<file path="src/rtl/bcd_seg_scan_pkg.sv">
// -----------------------------------------------------------------------------
// seg_pkg
// Shared definitions for the BCD seven-segment scanner:
//   - digit_state_t : which digit slot the scanner is currently driving
//   - SEG_0..SEG_9, SEG_DASH, SEG_BLANK : active-high patterns {g,f,e,d,c,b,a}
//   - seg_pattern() : nibble -> active-high pattern (dash for 10..15)
// -----------------------------------------------------------------------------
package seg_pkg;

    typedef enum logic [1:0] {
        S_ONES = 2'd0,
        S_TENS = 2'd1,
        S_HUND = 2'd2
    } digit_state_t;

    localparam logic [6:0] SEG_0     = 7'h3F;
    localparam logic [6:0] SEG_1     = 7'h06;
    localparam logic [6:0] SEG_2     = 7'h5B;
    localparam logic [6:0] SEG_3     = 7'h4F;
    localparam logic [6:0] SEG_4     = 7'h66;
    localparam logic [6:0] SEG_5     = 7'h6D;
    localparam logic [6:0] SEG_6     = 7'h7D;
    localparam logic [6:0] SEG_7     = 7'h07;
    localparam logic [6:0] SEG_8     = 7'h7F;
    localparam logic [6:0] SEG_9     = 7'h6F;
    localparam logic [6:0] SEG_DASH  = 7'h40;
    localparam logic [6:0] SEG_BLANK = 7'h00;

    // Non-BCD nibbles (10..15) show a single middle bar so bad input is visible.
    function automatic logic [6:0] seg_pattern(input logic [3:0] nibble);
        logic [6:0] pat;
        case (nibble)
            4'd0:    pat = SEG_0;
            4'd1:    pat = SEG_1;
            4'd2:    pat = SEG_2;
            4'd3:    pat = SEG_3;
            4'd4:    pat = SEG_4;
            4'd5:    pat = SEG_5;
            4'd6:    pat = SEG_6;
            4'd7:    pat = SEG_7;
            4'd8:    pat = SEG_8;
            4'd9:    pat = SEG_9;
            default: pat = SEG_DASH;
        endcase
        return pat;
    endfunction

endpackage

</file>
<file path="src/rtl/bcd_seg_scan_decode.sv">
// -----------------------------------------------------------------------------
// bcd7seg_decode
// Combinational nibble-to-seven-segment decoder, active-high output.
// Ports:
//   nibble  in  4  digit value (0..9 normal, 10..15 shown as a dash)
//   blank   in  1  force all segments off (leading-zero blanking)
//   seg7    out 7  {g,f,e,d,c,b,a}, 1 = segment lit
// -----------------------------------------------------------------------------
module bcd7seg_decode
    import seg_pkg::*;
(
    input  logic [3:0] nibble,
    input  logic       blank,
    output logic [6:0] seg7
);

    // Blanking overrides the digit value.
    always_comb begin
        seg7 = SEG_BLANK;
        if (blank) begin
            seg7 = SEG_BLANK;
        end else begin
            seg7 = seg_pattern(nibble);
        end
    end

endmodule

</file>
<file path="src/rtl/bcd_seg_scan.sv">
// -----------------------------------------------------------------------------
// bcd_seg_scan
// Accepts packed BCD words {hund[1:0], tens[3:0], ones[3:0]} over valid/ready
// and scans them onto a 3-digit multiplexed seven-segment display with
// leading-zero blanking. A new word is held in a one-entry pending buffer and
// only copied to the display register at the end of a frame (after the
// hundreds slot), so a frame never mixes digits from two different words.
// Parameters:
//   CLK_DIV         clk cycles per digit slot (>= 2)
//   SEG_ACTIVE_LOW  1: seg/an active-low, 0: active-high
// Ports:
//   clk        in   1   system clock, rising edge
//   rst_n      in   1   asynchronous active-low reset
//   bcd_in     in   10  {hund[9:8], tens[7:4], ones[3:0]}
//   bcd_valid  in   1   bcd_in valid this cycle
//   bcd_ready  out  1   a word can be accepted this cycle
//   seg        out  7   segments {g,f,e,d,c,b,a}, registered
//   an         out  3   digit enables {hund, tens, ones}, registered
// -----------------------------------------------------------------------------
module bcd_seg_scan
    import seg_pkg::*;
#(
    parameter int CLK_DIV        = 50000,
    parameter bit SEG_ACTIVE_LOW = 1'b1
) (
    input  logic       clk,
    input  logic       rst_n,
    input  logic [9:0] bcd_in,
    input  logic       bcd_valid,
    output logic       bcd_ready,
    output logic [6:0] seg,
    output logic [2:0] an
);

    localparam int              CNT_W   = (CLK_DIV > 1) ? $clog2(CLK_DIV) : 1;
    localparam logic [CNT_W-1:0] CNT_MAX = CNT_W'(CLK_DIV - 1);
    localparam logic [CNT_W-1:0] CNT_ONE = CNT_W'(1);
    localparam logic [6:0]      SEG_OFF = SEG_ACTIVE_LOW ? 7'h7F : 7'h00;
    localparam logic [2:0]      AN_OFF  = SEG_ACTIVE_LOW ? 3'b111 : 3'b000;

    logic [CNT_W-1:0] cnt_r;
    logic             tick_s;
    digit_state_t     state_r;
    digit_state_t     state_nxt_s;
    logic             frame_end_s;

    logic [9:0]       pend_r;
    logic             pend_full_r;
    logic [9:0]       disp_r;
    logic             accept_s;
    logic             commit_s;

    logic [3:0]       nibble_s;
    logic             blank_s;
    logic [2:0]       an_sel_s;
    logic [6:0]       seg7_s;
    logic [6:0]       seg_r;
    logic [2:0]       an_r;

    assign tick_s      = (cnt_r == CNT_MAX);
    assign frame_end_s = tick_s && (state_r == S_HUND);
    assign bcd_ready   = ~pend_full_r;
    assign accept_s    = bcd_valid && ~pend_full_r;
    // Commit needs pend_full=1 and accept needs pend_full=0, so they are exclusive.
    assign commit_s    = frame_end_s && pend_full_r;

    // Slot divider: free-running 0..CLK_DIV-1.
    always_ff @(posedge clk or negedge rst_n) begin
        if (!rst_n) begin
            cnt_r <= '0;
        end else if (tick_s) begin
            cnt_r <= '0;
        end else begin
            cnt_r <= cnt_r + CNT_ONE;
        end
    end

    // Next digit slot: rotate ones -> tens -> hund on each tick.
    always_comb begin
        state_nxt_s = state_r;
        if (tick_s) begin
            case (state_r)
                S_ONES:  state_nxt_s = S_TENS;
                S_TENS:  state_nxt_s = S_HUND;
                S_HUND:  state_nxt_s = S_ONES;
                default: state_nxt_s = S_ONES;
            endcase
        end else begin
            state_nxt_s = state_r;
        end
    end

    // Digit-slot state register.
    always_ff @(posedge clk or negedge rst_n) begin
        if (!rst_n) begin
            state_r <= S_ONES;
        end else begin
            state_r <= state_nxt_s;
        end
    end

    // Pending buffer: filled on handshake, drained into the display at frame end.
    always_ff @(posedge clk or negedge rst_n) begin
        if (!rst_n) begin
            pend_r      <= 10'd0;
            pend_full_r <= 1'b0;
        end else if (accept_s) begin
            pend_r      <= bcd_in;
            pend_full_r <= 1'b1;
        end else if (commit_s) begin
            pend_full_r <= 1'b0;
        end else begin
            pend_full_r <= pend_full_r;
        end
    end

    // Display register: only changes on a frame boundary to avoid tearing.
    always_ff @(posedge clk or negedge rst_n) begin
        if (!rst_n) begin
            disp_r <= 10'd0;
        end else if (commit_s) begin
            disp_r <= pend_r;
        end else begin
            disp_r <= disp_r;
        end
    end

    // Select the digit for the current slot and apply leading-zero blanking.
    always_comb begin
        nibble_s = 4'd0;
        blank_s  = 1'b0;
        an_sel_s = 3'b000;
        case (state_r)
            S_ONES: begin
                nibble_s = disp_r[3:0];
                blank_s  = 1'b0;
                an_sel_s = 3'b001;
            end
            S_TENS: begin
                nibble_s = disp_r[7:4];
                blank_s  = (disp_r[9:8] == 2'd0) && (disp_r[7:4] == 4'd0);
                an_sel_s = 3'b010;
            end
            S_HUND: begin
                nibble_s = {2'b00, disp_r[9:8]};
                blank_s  = (disp_r[9:8] == 2'd0);
                an_sel_s = 3'b100;
            end
            default: begin
                nibble_s = 4'd0;
                blank_s  = 1'b1;
                an_sel_s = 3'b000;
            end
        endcase
    end

    bcd7seg_decode u_decode (
        .nibble (nibble_s),
        .blank  (blank_s),
        .seg7   (seg7_s)
    );

    // Output registers with polarity applied; both lag the slot state by one clk.
    always_ff @(posedge clk or negedge rst_n) begin
        if (!rst_n) begin
            seg_r <= SEG_OFF;
            an_r  <= AN_OFF;
        end else if (SEG_ACTIVE_LOW) begin
            seg_r <= ~seg7_s;
            an_r  <= ~an_sel_s;
        end else begin
            seg_r <= seg7_s;
            an_r  <= an_sel_s;
        end
    end

    assign seg = seg_r;
    assign an  = an_r;

endmodule

</file>
<file path="config.mk">
export PLATFORM = sky130hd
export DESIGN_NAME = bcd_seg_scan
export DESIGN_NICKNAME = d
export VERILOG_FILES = /design/src/rtl/bcd_seg_scan_pkg.sv /design/src/rtl/bcd_seg_scan_decode.sv /design/src/rtl/bcd_seg_scan.sv
export SDC_FILE = /design/constraint.sdc
export NUM_CORES = 1
export LEC_CHECK = 0
export CAP_MARGIN = 20
export CELL_PAD_IN_SITES_DETAIL_PLACEMENT = 2
export CELL_PAD_IN_SITES_GLOBAL_PLACEMENT = 2
export CORE_UTILIZATION = 30
export DETAILED_ROUTE_END_ITERATION = 8
export HOLD_SLACK_MARGIN = 0.12
export MAX_ROUTING_LAYER = met4
export PLACE_DENSITY = 0.78
export RECOVER_POWER = 25
export SLEW_MARGIN = 0
export SYNTH_ARGS = -nofsm -noshare
export SYNTH_HDL_FRONTEND = slang
export SYNTH_SLANG_ARGS = --single-unit
</file>
<file path="constraint.sdc">
create_clock -name clk -period 1.9 [get_ports clk]
set_input_delay 0.38 -clock clk [delete_from_list [all_inputs] [get_ports clk]]
set_output_delay 0.38 -clock clk [all_outputs]
set_load 0.005 [all_outputs]
</file>
Yosys cells after proc, flatten, opt, wreduce, memory -nomap -nowiden
Memory sizes are Yosys's and may differ from the RTL's. Index checks and enable logic that the tools add are counted.

Bits of input ports: 13. Output and inout port bits: 11. ROM bits: 112. Register bits after elaboration: 49. Memories kept: 1.

Memories: (no name shown) (depth 16, bits a word 7, rd ports 1, clocked after memory_dff 0, wr ports 0, RTL line bcd_seg_scan_pkg.sv:32) `case (nibble)`.

Eq/ne operators: 3. Add/sub/neg operators: 1. Bitwise gates (word level): 3. Reductions and logical operators: 8. Muxes and demuxes: 8.

Operator list (number): adder 16 x 1 -> 16 bit (second input constant) (1); == test 16 bit (second input constant) (1); two-way mux 16 bit (1); case mux 4 bit (3 select lines) (1); case mux 3 bit (3 select lines) (1); two-way mux 7 bit (1); inverter 7 bit (1); logical AND 1 bit (4); logical NOT 2 bit (2); logical NOT 4 bit (1); case mux 2 bit (2 select lines) (1); inverter 3 bit (1); case mux 1 bit (3 select lines) (1); == test 2 x 1 -> 1 bit (second input constant) (1); == test 2 bit (second input constant) (1); two-way mux 1 bit (2); nonzero test 2 bit (1); inverter 1 bit (1).

Depth between registers and ports, before layout
Gate-level depths: netlist of the first run.

Word-level depth: 5. Mapped depth: 8. Depth with buffers taken out: 7.

Hierarchy
Synthesis of the first run repeated with hierarchy kept, for this count alone.

Cell total of the unflattened synthesis: 195. Area, all modules: 2235.9 µm².

Modules (own cells, without submodules): bcd_seg_scan (instances 1, cells each 161, area each 2025.7 µm², seq. area each 1238.7 µm²); bcd7seg_decode (instances 1, cells each 34, area each 210.2 µm², seq. area each 0.0 µm²).

Least setup slack after synthesis of the first run
Ideal clock, no wire load.

Path type: register to register. Start point: register cnt_r[4]. End point: register disp_r[0]. Path buffers: 1. Setup time: 127 ps. Required time: 1773 ps. Arrival: 1894 ps. Path slack: -122 ps. Cell stages (with the launch flop): 6. Path through: dfrtp_1 > or4b_4 > nor4_4 > and3_1 > buf_6 > mux2_1.

Cells in the longest elaborated chain, start to end: 3.

RTL lines: from (decl) (RTL line bcd_seg_scan.sv:41) `logic [CNT_W-1:0] cnt_r;`; from (signal assigned) (RTL line bcd_seg_scan.sv:74) `cnt_r <= cnt_r + CNT_ONE;`; == test 16 bit (RTL line bcd_seg_scan.sv:60) `assign tick_s = (cnt_r == CNT_MAX);`; logical AND 1 bit (RTL line bcd_seg_scan.sv:61) `assign frame_end_s = tick_s && (state_r == S_HUND);`; logical AND 1 bit (RTL line bcd_seg_scan.sv:65) `assign commit_s = frame_end_s && pend_full_r;`; to (signal assigned) (RTL line bcd_seg_scan.sv:122) `disp_r <= pend_r;`; to (signal assigned) (RTL line bcd_seg_scan.sv:124) `disp_r <= disp_r;`; to (decl) (RTL line bcd_seg_scan.sv:49) `logic [9:0] disp_r;`.

No other way between the ends. A chain may end at the register's enable or synchronous reset.

Final worst setup path of the first run
Start point: register cnt_r[4]. End point: register disp_r[1].

The elaborated chain is that of the path after synthesis.

==> impl_metrics.tcl, run 1 <==
set metrics [dict create \
    crit_required_ps 2100 \
    avgRoutedWirePerCell_um 19.9 \
    place_congestion 0.749 \
    syn-num-nets 202 \
    clock-sinks 49 \
    std_cell_rows 30 \
    cts_buffer_depth 2 \
    drive_gt1_share_pct 40.5 \
    critPathLaunchType "flip-flop" \
    grt-ovfl-total 0 \
    drt.antenna.violating_nets 0 \
    finalSetupTns_ps -2480 \
    period_minus_slack_ps 2120 \
    hold_viol 0 \
    vias 1714 \
    slew_violations 0 \
    power_leakage_nw 1.40 \
    antenna_found_initial 0 \
    pwr-share-comb_pct 4.2 \
    synth_area_mm2 0.00222 \
    core_mm2 0.00698 \
    via_per_inst 4.93 \
    hold_class "flip-flop to flip-flop" \
    multi_input_area_mm2 0.00106 \
    power.internal_mw 1.38 \
    finalWorstSetupSlack_ps -216 \
    grt_first_pass_wirelength_um 9870 \
    skew_ps 8.00 \
    area_delta_synth_final_pct 40.9 \
    violations "negative setup slack" \
    die_w_um 88.0 \
    period_share_pct 111 \
    setup_viol 24 \
    cp_max_fo 6 \
    cts.clk_slew.worst_paths_ps 100 \
    htreeDepth 2 \
    ys_types 37 \
    max_stage_delay_ps 580 \
    clk_latency_ps 320 \
    cp-end-kind "flip-flop" \
    post-route-util_pct 44.8 \
    avgSynthCellArea_um2 12.2 \
    p_clk_share_pct 36.1 \
    syn_inst 182 \
    fin_cells 348 \
    grt_pass1_vias 1855 \
    criticalPathCategory "flip-flop to flip-flop" \
    power_density_mw_per_mm2 581 \
    dp_slack_ps -137 \
    final_cell_mix "dfrtp_1, buf_4, clkdlybuf4s50_1" \
    ys_ff_latch 49 \
    dp.cells 329 \
    cp_cell_sequence "or4b_4, nor4_4, and3_4, mux2_1" \
    r2r_setup_slack_ps -220 \
    grt_max_degree 23 \
    fill_cells 721 \
    maxCapViolCount 0 \
    placed_area_mm2 0.00280 \
    swShare_pct 24.2 \
    worst_slew_pin_slew_ps 829 \
    design_power_total_mw 1.82 \
    layout_commonest_cell "dfrtp_1" \
    start_util_pct 31.8 \
    finalNetCount 271 \
    ys_seq_area_share_pct 55.8 \
    cp.arrival_ps 2320 \
    die_h_um 88.0 \
    rsz0062_at_grt "yes" \
    drc 0 \
    cts_buffers 5 \
    slowest_stage "or4b_4" \
    postLayoutCellArea_mm2 0.00313 \
    ios 24 \
    p_sw_mw 0.440 \
    cts_tree "built" \
    slew_headroom_pct 44.7 \
    num_antenna_cells 0 \
    yosys_warnings 0 \
    max_freq_ghz 0.472 \
    seq_power_share_pct 59.7 \
    irDropWorstVdd_mv 0.568 \
    drt-total-wl_um 6920 \
    regArea_mm2 0.00124 \
    drt_iter0_drc 52 \
    port_buffers 23 \
    track_usage_pct 17.9 \
    status "finished, violations left" \
    timing.hold.ws_ps 529 \
    dieArea_mm2 0.00774 \
    dp_hpwl_um 4020 \
    clockRootBuffer "clkbuf_8" \
    drt_pre_antenna_iters 4 \
]
critical path: cells and delay by family (launching register included):
family           cells  cell delay [ps]
flip-flops           1              420
multiplexers         1              360
AND/OR/NAND/NOR      3             1220
what timing repair did:
item | CTS | global route
setup endpoints to repair | 16 | 20
setup buffers | 1 | 7
cloned | 1 | 1
hold endpoints to repair | 12 | 0
pin swaps | 2 | 6
resized for setup | 10 | 27
hold buffers | 1 | 0
synth_stat cells, drive strengths merged:
master | number | area [um2]
nor4b | 1 | 8.76
inv | 6 | 22.5
nand3 | 7 | 35.0
a21oi | 3 | 15.0
a21boi | 1 | 7.51
or4bb | 2 | 22.5
a21o | 1 | 7.51
xnor2 | 4 | 35.0
nor2 | 11 | 41.3
nand2b | 2 | 12.5
o21ai | 9 | 45.0
nor4 | 3 | 33.8
or2 | 2 | 12.5
o2bb2ai | 1 | 8.76
and3b | 1 | 8.76
o21bai | 1 | 7.51
mux2i | 9 | 90.1
nor2b | 3 | 18.8
dfrtp | 39 | 976
nor3 | 6 | 30.0
ha | 7 | 87.6
mux2 | 22 | 248
o31ai | 1 | 7.51
a22oi | 1 | 7.51
nand2 | 13 | 48.8
or3 | 1 | 6.26
dfstp | 10 | 263
a2bb2oi | 1 | 8.76
nor3b | 1 | 7.51
buf | 2 | 16.3
xor2 | 4 | 35.0
and3 | 3 | 18.8
clkbuf | 3 | 11.3
or4b | 1 | 13.8
state kept, by name, indices dropped and copies added (netlist names):
register and count:
disp_r 10, pend_r 10, pend_full_r 1, cnt_r 16, an 3, seg 7, state_r 2
kinds of logic (layout without fill, tap and decap cells):
kind of cell	Yosys count	count (layout)	synth area share, %
and+or+nand+nor	57	58	14.4
DFF	49	49	55.8
muxes	31	31	15.2
AOI/OAI and AO/OA	19	19	5.19
buffers and inverters	11	80	2.26
xor gates and xnor gates	8	8	3.16
adders and majority gates	7	7	3.95
power by group through the flow:
stage	Combinational [mW]	Clock [mW]	Sequential [mW]
3_3_place_gp	0.0737	0	1.10
3_5_place_dp	0.0780	0	1.10
5_1_grt	0.0847	0.714	1.09
4_1_cts	0.0805	0.676	1.08
2_1_floorplan	0.0219	0	1.10
6_report	0.0763	0.656	1.08
area by class of cell:
class,count,share of cell area (%)
sequential,49,39.7
multi-input combinational,123,33.9
timing repair buffer,66,18.9
tap,96,3.84
clock buffer,5,2.20
clock inverter,3,0.801
inverter,6,0.721
routing by layer:
metal | track usage [%] | vias up | share of wire [%]
met2 | 30.9 | 32 | 55
li1 | - | 769 | -
met4 | 5.51 | 0 | 1.7
met5 | - | - | 0
met3 | 2.54 | 15 | 1.8
met1 | 21.6 | 898 | 41
path summary, 6_finish.rpt:
| check | end | start | depth (start not counted) |
|---|---|---|---|
| min reg2reg | disp_r[3] | pend_r[3] | 1 |
| max in group asynchronous | pend_r[7] | rst_n | 3 |
| min in group asynchronous | cnt_r[5] | rst_n | 2 |
| min | disp_r[3] | pend_r[3] | 1 |
| max reg2reg | disp_r[1] | cnt_r[4] | 4 |
| max | disp_r[1] | cnt_r[4] | 4 |
Note: power is estimated with default switching activity, not from simulation.
==> run 2, diff against run 1 <==
- CTS_BUF_LIST: unset -> sky130_fd_sc_hd__clkbuf_8
==> results of run 2 <==
The final DEF is identical to that of run 1; final timing and power are the same.
